### config.mk
export PLATFORM = sky130hd
export DESIGN_NAME = s7_frame_align
export DESIGN_NICKNAME = d
export VERILOG_FILES = /design/src/rtl/s7_align_pkg.sv /design/src/rtl/sat_counter.sv /design/src/rtl/s7_frame_align.sv
export SDC_FILE = /design/constraint.sdc
export NUM_CORES = 1
export LEC_CHECK = 0
export CAP_MARGIN = 5
export CORE_ASPECT_RATIO = 1.2
export CORE_MARGIN = 2
export CORE_UTILIZATION = 47
export CTS_CLUSTER_SIZE = 25
export DETAILED_ROUTE_END_ITERATION = 16
export GPL_TIMING_DRIVEN = 1
export PLACE_DENSITY = 0.75
export SLEW_MARGIN = 20
export SYNTH_ARGS = -nofsm -noshare
export SYNTH_HDL_FRONTEND = slang
export SYNTH_SLANG_ARGS = --single-unit
### constraint.sdc
create_clock -name sys_clk -period 1.5 [get_ports sys_clk]
set_input_delay 0.3 -clock sys_clk [delete_from_list [all_inputs] [get_ports sys_clk]]
set_output_delay 0.3 -clock sys_clk [all_outputs]
set_load 0.02 [all_outputs]
### src/rtl/s7_align_pkg.sv
// rtl/s7_align_pkg.sv - shared state type, default frame pattern and slip counter width
package s7_align_pkg;

   typedef enum logic [2:0] {
      ST_IDLE,
      ST_CHECK,
      ST_SLIP,
      ST_SETTLE,
      ST_LOCKED,
      ST_FAIL
   } state_t;

   localparam logic [7:0] DEFAULT_PATTERN = 8'hF0;

   // slip_cnt must hold 0..DW inclusive
   function automatic int slip_cnt_w(input int dw);
      return $clog2(dw) + 1;
   endfunction

endpackage

### src/rtl/sat_counter.sv
// rtl/sat_counter.sv - saturating up counter with synchronous clear
module sat_counter #(
   parameter int          W   = 8,
   parameter logic [W-1:0] MAX = '1
) (
   input  logic         clk,
   input  logic         rst,
   input  logic         clr,
   input  logic         inc,
   output logic [W-1:0] count
);

   // clear wins over increment; the count holds at MAX instead of wrapping
   always_ff @(posedge clk) begin
      if (rst || clr) begin
         count <= '0;
      end else if (inc && (count != MAX)) begin
         count <= count + 1'b1;
      end
   end

endmodule

### src/rtl/s7_frame_align.sv
// rtl/s7_frame_align.sv - frame-lane word aligner driving ISERDES bitslip; FRAME_ALIGN_STATS_EN adds lock_loss_cnt/total_slips
module s7_frame_align
   import s7_align_pkg::*;
#(
   parameter int            DW       = 8,
   parameter logic [DW-1:0] PATTERN  = DW'(DEFAULT_PATTERN),
   parameter int            SETTLE   = 4,
   parameter int            LOCK_CNT = 16,
   parameter int            LOSS_CNT = 4
) (
   input  logic                        sys_clk,
   input  logic                        sys_rst,
   input  logic                        enable,
   input  logic [DW-1:0]               data_in,
   input  logic                        data_valid,
   output logic                        bitslip,
   output logic                        locked,
   output logic                        align_fail,
   output logic [slip_cnt_w(DW)-1:0]   slip_cnt
`ifdef FRAME_ALIGN_STATS_EN
   ,
   output logic [15:0]                 lock_loss_cnt,
   output logic [15:0]                 total_slips
`endif
);

   localparam int SW = slip_cnt_w(DW);
   localparam int RW = $clog2(LOCK_CNT + 1);
   localparam int LW = $clog2(LOSS_CNT + 1);
   localparam int TW = $clog2(SETTLE + 1);

   localparam logic [RW-1:0] RUN_LAST    = RW'(LOCK_CNT - 1);
   localparam logic [LW-1:0] LOSS_LAST   = LW'(LOSS_CNT - 1);
   localparam logic [TW-1:0] SETTLE_LAST = TW'(SETTLE - 1);
   localparam logic [SW-1:0] SLIP_MAX    = SW'(DW);

   state_t        state;
   state_t        next_state;
   logic [RW-1:0] run_cnt;
   logic [LW-1:0] loss_cnt;
   logic [TW-1:0] settle_cnt;

   logic good_word;
   logic bad_word;

   assign good_word = data_valid && (data_in == PATTERN);
   assign bad_word  = data_valid && (data_in != PATTERN);

   // next-state decision; enable low overrides everything and returns to IDLE
   always_comb begin
      next_state = state;
      case (state)
         ST_IDLE:   next_state = ST_CHECK;
         ST_CHECK: begin
            if (good_word && (run_cnt == RUN_LAST)) begin
               next_state = ST_LOCKED;
            end else if (bad_word) begin
               next_state = (slip_cnt < SLIP_MAX) ? ST_SLIP : ST_FAIL;
            end
         end
         ST_SLIP:   next_state = ST_SETTLE;
         ST_SETTLE: begin
            if (settle_cnt == SETTLE_LAST) begin
               next_state = ST_CHECK;
            end
         end
         ST_LOCKED: begin
            if (bad_word && (loss_cnt == LOSS_LAST)) begin
               next_state = ST_CHECK;
            end
         end
         ST_FAIL:   next_state = ST_FAIL;
         default:   next_state = ST_IDLE;
      endcase
      if (!enable) begin
         next_state = ST_IDLE;
      end
   end

   // state register and registered outputs derived from the upcoming state
   always_ff @(posedge sys_clk) begin
      if (sys_rst) begin
         state      <= ST_IDLE;
         bitslip    <= 1'b0;
         locked     <= 1'b0;
         align_fail <= 1'b0;
      end else begin
         state      <= next_state;
         bitslip    <= (next_state == ST_SLIP);
         locked     <= (next_state == ST_LOCKED);
         align_fail <= (next_state == ST_FAIL);
      end
   end

   // consecutive matching words while searching; restarts whenever CHECK is left
   sat_counter #(.W(RW)) u_run (
      .clk   (sys_clk),
      .rst   (sys_rst),
      .clr   (next_state != ST_CHECK),
      .inc   ((state == ST_CHECK) && good_word),
      .count (run_cnt)
   );

   // consecutive mismatches while locked; any valid match forgives them
   sat_counter #(.W(LW)) u_loss (
      .clk   (sys_clk),
      .rst   (sys_rst),
      .clr   ((next_state != ST_LOCKED) || ((state == ST_LOCKED) && good_word)),
      .inc   ((state == ST_LOCKED) && bad_word),
      .count (loss_cnt)
   );

   // pipeline flush timer, runs on every cycle spent in SETTLE
   sat_counter #(.W(TW)) u_settle (
      .clk   (sys_clk),
      .rst   (sys_rst),
      .clr   (state != ST_SETTLE),
      .inc   (state == ST_SETTLE),
      .count (settle_cnt)
   );

   // slips in this attempt; survives lock loss so the search resumes from the current phase
   sat_counter #(.W(SW), .MAX(SLIP_MAX)) u_slip (
      .clk   (sys_clk),
      .rst   (sys_rst),
      .clr   (next_state == ST_IDLE),
      .inc   (next_state == ST_SLIP),
      .count (slip_cnt)
   );

`ifdef FRAME_ALIGN_STATS_EN
   // lifetime statistics, cleared only by reset
   sat_counter #(.W(16)) u_stat_loss (
      .clk   (sys_clk),
      .rst   (sys_rst),
      .clr   (1'b0),
      .inc   ((state == ST_LOCKED) && (next_state == ST_CHECK)),
      .count (lock_loss_cnt)
   );

   sat_counter #(.W(16)) u_stat_slip (
      .clk   (sys_clk),
      .rst   (sys_rst),
      .clr   (1'b0),
      .inc   (next_state == ST_SLIP),
      .count (total_slips)
   );
`endif

endmodule

**After elaboration in Yosys (flattened, before gate mapping)**

Index checks and enable logic that the tools add are counted.

- Register bits: 21
- Input bits: 12
- Output and inout bits: 7
- Word-level logic and storage cells: 58

- Add/subtract/negate cells: 4
- Order comparisons: 1
- Eq/ne operators: 20
- Muxes and demuxes: 7
- Reduce and logical (&&, ||, !) cells: 18

Operators by type and width:

| kind | count |
|---|---|
| $mux W3 | 6 |
| $pmux W3 S6 | 1 |
| $eq A3 B2 Y1 const B | 5 |
| $eq A3 B3 Y1 const B | 4 |
| $logic_and A1 B1 Y1 | 11 |
| $ne A3 B3 Y1 const B | 3 |
| $eq A8 B8 Y1 const B | 1 |
| $ne A8 B8 Y1 const B | 1 |
| $add A3 B1 Y3 const B | 2 |
| $logic_not A3 Y1 | 2 |
| $add A5 B1 Y5 const B | 1 |
| $eq A5 B4 Y1 const B | 1 |
| $logic_or A1 B1 Y1 | 5 |
| $ne A5 B5 Y1 const B | 1 |
| $add A4 B1 Y4 const B | 1 |
| $lt A4 B4 Y1 const B | 1 |
| $ne A4 B4 Y1 const B | 1 |
| $eq A3 B1 Y1 const B | 1 |
| $ne A3 B1 Y1 const B | 1 |
| $ne A3 B2 Y1 const B | 1 |

**Logic depth before layout (Yosys ltp)**

- Depth in word-level cells: 9
- Depth in mapped cells: 8
- Gate-level depth less buffers: 8

**By module**

A second synthesis with hierarchy kept.

- Cell total of the unflattened synthesis: 129
- Area, all modules: 1199.9 µm²

Modules (own cells, without submodules):

| module | times used | cells an instance | area an instance (µm²) |
|---|---|---|---|
| s7_frame_align | 1 | 54 | 451.7 |
| sat_counter (u_loss ...) | 2 | 12 | 142.6 |
| sat_counter (u_run) | 1 | 26 | 239.0 |
| sat_counter (u_slip) | 1 | 25 | 224.0 |

**Worst setup path before layout**

No wires, ideal clock.

- Kind: reg2reg
- Start: reg u_run.count[0]
- End: reg u_run.count[3]
- Library setup time: 0.116 ns
- Arrival time: 1.532 ns
- Required time: 1.384 ns
- Slack: -0.148 ns
- Cell stages (with the launch flop): 9
- Path buffers: 1
- Cell sequence: dfxtp_1 > ha_1 > and3_1 > ha_1 > and4b_1 > buf_4 > nand4_1 > xor2_1 > nor2_2

- Word-level cells in the longest chain between the ends: 7

Ends and longest elaborated chain:

| item | line | text |
|---|---|---|
| from (decl) | sat_counter.sv:10 | `output logic [W-1:0] count` |
| from (signal assigned) | sat_counter.sv:18 | `count <= count + 1'b1;` |
| $eq A5 B4 Y1 | s7_frame_align.sv:55 | `if (good_word && (run_cnt == RUN_LAST)) begin` |
| $logic_and A1 B1 Y1 | s7_frame_align.sv:55 |  |
| $mux W3 | s7_frame_align.sv:55 |  |
| $pmux W3 S6 | s7_frame_align.sv:52 | `case (state)` |
| $mux W3 | s7_frame_align.sv:75 | `if (!enable) begin` |
| $ne A3 B1 Y1 | s7_frame_align.sv:99 | `.clr (next_state != ST_CHECK),` |
| $logic_or A1 B1 Y1 | sat_counter.sv:15 | `if (rst \|\| clr) begin` |

Several ways; a longest one is shown, not always the timed one.
A chain may end at the register's enable or synchronous reset.

**Worst setup path after layout**

- Start: reg u_run.count[1]
- End: reg u_run.count[0]

Same word-level chain as after synthesis.

==> run_results.csv <==
group,metric,value,unit
logic_synthesis,ys_seq_area_share,36.56,%
grt,antenna_found_initial,0,
final_layout,fin_area,1683,um2
placement,dpl-instance-area,1511,um2
min_path,hp-start,"u_loss.count[0]",
die,die_y,58.18,um
critical_path,cp.required,1.75,ns
routing,first_iter_violations,9,
sta,tightest_slew,0.3568,ns
run_status,violations,"setup timing",
die,initial_core_util,49.86,%
die,coreArea,2306,um2
power,power.density,575.3,nW/um2
cts,cts_buffer_depth,2,
grt,grt_max_degree,14,
die,dieArea,2860,um2
power,power,968.1,uW
run_status,status,"finished, violations left",
routing,wl,2812,um
cts,htreeDepth,1,
logic_synthesis,avgSynthCellArea,9.913,um2
cts,numClockSinks,21,
sta,skew,0.0009783,ns
critical_path,startpoint_type,"register",
sta,drv_slew,0,
sta,rsz0062_at_grt,"yes",
final_layout,fin_util,72.98,%
placement,post-place-ws,-0.5330,ns
power,p_leak,0.6785,nW
critical_path,worst-setup-path-type,"reg2reg",
routing,routed-via-count,957,
critical_path,cp-startpoint,"u_run.count[1]",
cts,cts_tree,"yes",
grt,grtUsageTotal,18.91,%
power,peakVddDrop,0.0005927,V
routing,remaining_drc_errors,0,
placement,place.gp.congestion,0.7633,
critical_path,cp-end-kind,"register",
placement,port_buffers,18,
final_layout,post_route_cells_drive_above_1_share,40.65,%
logic_synthesis,syn_nets,139,
sta,min_period_over_period,108.7,%
grt,grt_pass1_wl,4126,um
die,dieWidth,49.15,um
cts,hold_buffers,0,
cts,cts_root_buf,"clkbuf_4",
placement,hpwl,1766,um
sta,setup_ws,-0.1309,ns
critical_path,r2r_start,"u_run.count[1]",
sta,setup_viol,12,
routing,postRouteAntennaNets,0,
critical_path,worstPathArrival,1.88,ns
sta,fin_crit,1.631,ns
critical_path,cp_max_fo,5,
flow_run,max_cap_viol_count,0,
sta,hold_violations,0,
routing,viasPerCell,5.145,
cts,clk_pin_slew,0.13,ns
sta,fmax,613.1,MHz
cts,cts_buffers,3,
routing,drt_pre_antenna_iters,4,
logic_synthesis,synth_cell_types,35,
grt,grt_overflow,0,
final_layout,layout.nets,179,
final_layout,area_growth,46.35,%
logic_synthesis,synth-seq-cells,21,
grt,grt_pass1_vias,961,
logic_synthesis,syn_inst,116,
min_path,hold_class,"reg2reg",
logic_synthesis,syn_area,1150,um2
die,rows,19,
die,ios,19,
sta,max_slew_margin,76.14,%
routing,wl_per_cell,15.12,um
final_layout,diodes,0,
logic_synthesis,ys.warnings.count,0,
cts,clock_latency,0.32,ns
registers in the layout, indices dropped and copies added (netlist names):
signal          count
locked              1
state               3
bitslip             1
u_run.count         5
align_fail          1
u_loss.count        3
u_slip.count        4
u_settle.count      3
area by class of cell:
class	count	area (um2)
timing repair buffer	37	324.1
clock buffer	3	22.52
multi-input combinational	86	835.8
fill	173	623.1
clock inverter	1	7.507
tap	31	38.79
sequential	21	427.9
inverter	7	26.28
cells in the final DEF, fill, tap and decap left out, types with 2 or more instances in the layout:
cell type / netlist / layout
buf_4: 2 / 17
nand3b_1: 2 / 2
ha_4: 0 / 3
a211oi_4: 1 / 2
a31oi_4: 0 / 2
inv_1: 7 / 6
nor2b_1: 2 / 2
xnor2_1: 3 / 3
and2_4: 2 / 2
nand4_1: 2 / 2
and4bb_4: 0 / 2
nand2_1: 4 / 3
nor2_1: 19 / 18
nor3_4: 0 / 2
dlygate4sd2_1: 0 / 11
nand2_2: 1 / 2
clkdlybuf4s50_1: 0 / 4
buf_6: 0 / 2
dfxtp_2: 0 / 6
dlymetal6s2s_1: 0 / 3
mux2i_1: 3 / 3
ha_2: 0 / 2
ha_1: 11 / 6
dfxtp_1: 21 / 15
a21oi_1: 6 / 5
clkbuf_4: 0 / 3
nor2_2: 1 / 2
xor2_1: 4 / 4
a211oi_2: 1 / 3
final timing paths:
check / to / cells after the start / slack, ns
max: u_run.count[0] / 8 / -0.13
min: u_loss.count[0] / 2 / 0.54
max reg2reg: u_run.count[0] / 8 / -0.13
min reg2reg: u_loss.count[0] / 2 / 0.54
cells by family (layout without fill, tap and decap cells):
group | after synthesis | in the layout | synth area share, %
DFF | 21 | 21 | 36.56
AOI/OAI and AO/OA | 16 | 16 | 11.42
xor gates and xnor gates | 7 | 7 | 5.332
and+or+nand+nor | 49 | 49 | 28.51
muxes | 3 | 3 | 2.612
adders and majority gates | 11 | 11 | 11.97
buffers and inverters | 9 | 48 | 3.591
per-layer routing:
metal	GRT usage [%]	vias to the layer above	routed length, um	share of wire [%]
met5	0	-	0	0
met4	8.571	0	118	4.2
met3	3.608	11	72	2.6
met2	35.33	20	1535	55
met1	20.52	446	1086	39
li1	-	480	-	-
what timing repair did:
item	in CTS	in global routing
endpoints found under the setup margin	21	15
gates resized for setup	24	17
cloned	0	0
buffers inserted	1	4
pin swaps	7	13
Yosys cell counts, drive strengths merged:
cell	number	area (um2)
nand3b	2	15.01
and4b	1	10.01
or2b	1	7.510
ha	11	137.6
mux2i	3	30.03
or3b	1	8.760
o21ai	1	5.000
nand3	1	5.000
nand4bb	1	27.53
nor3	3	25.02
a21oi	6	30.03
xor2	4	35.03
buf	2	15.01
nor3b	1	18.77
nor2	20	77.58
nand2b	2	12.51
nand2	5	21.27
and2	2	17.52
nor2b	2	12.51
a21boi	1	7.510
a31oi	2	12.51
dfxtp	21	420.4
a211oi	5	55.05
nand4	2	12.51
o31ai	1	21.27
inv	7	26.28
and3	1	6.260
and4bb	4	50.05
xnor2	3	26.28
power breakdown:
group | switching, mW | total [mW] | internal (mW) | leakage (nW)
clock | 0.192 | 0.294 | 0.102 | 0.0139
combinational | 0.0491 | 0.106 | 0.0573 | 0.492
sequential | 0.00676 | 0.568 | 0.561 | 0.172
total | 0.247 | 0.968 | 0.721 | 0.678
per-stage QoR:
stage / setup TNS (ns) / std cells / hold WS [ns]
5_1_grt: -1.442 / 186 / 0.5850
4_1_cts: -0.8866 / 182 / 0.5339
3_3_place_gp: -6.481 / 177 / 0.4800
6_report: -0.8706 / 186 / 0.5398
2_1_floorplan: -0.1286 / 116 / 0.4646
3_5_place_dp: -7.128 / 177 / 0.5042
worst max-delay path, stage by stage, from the launching register on:
cell and delay [ns]:
dfxtp_2 0.36, ha_4 0.16, and3_4 0.18, ha_4 0.18
a31oi_4 0.17, a31oi_4 0.13, o31ai_4 0.09, nand2_2 0.15
nor3_2 0.16
No activity file was read; power rests on OpenSTA's default activity.
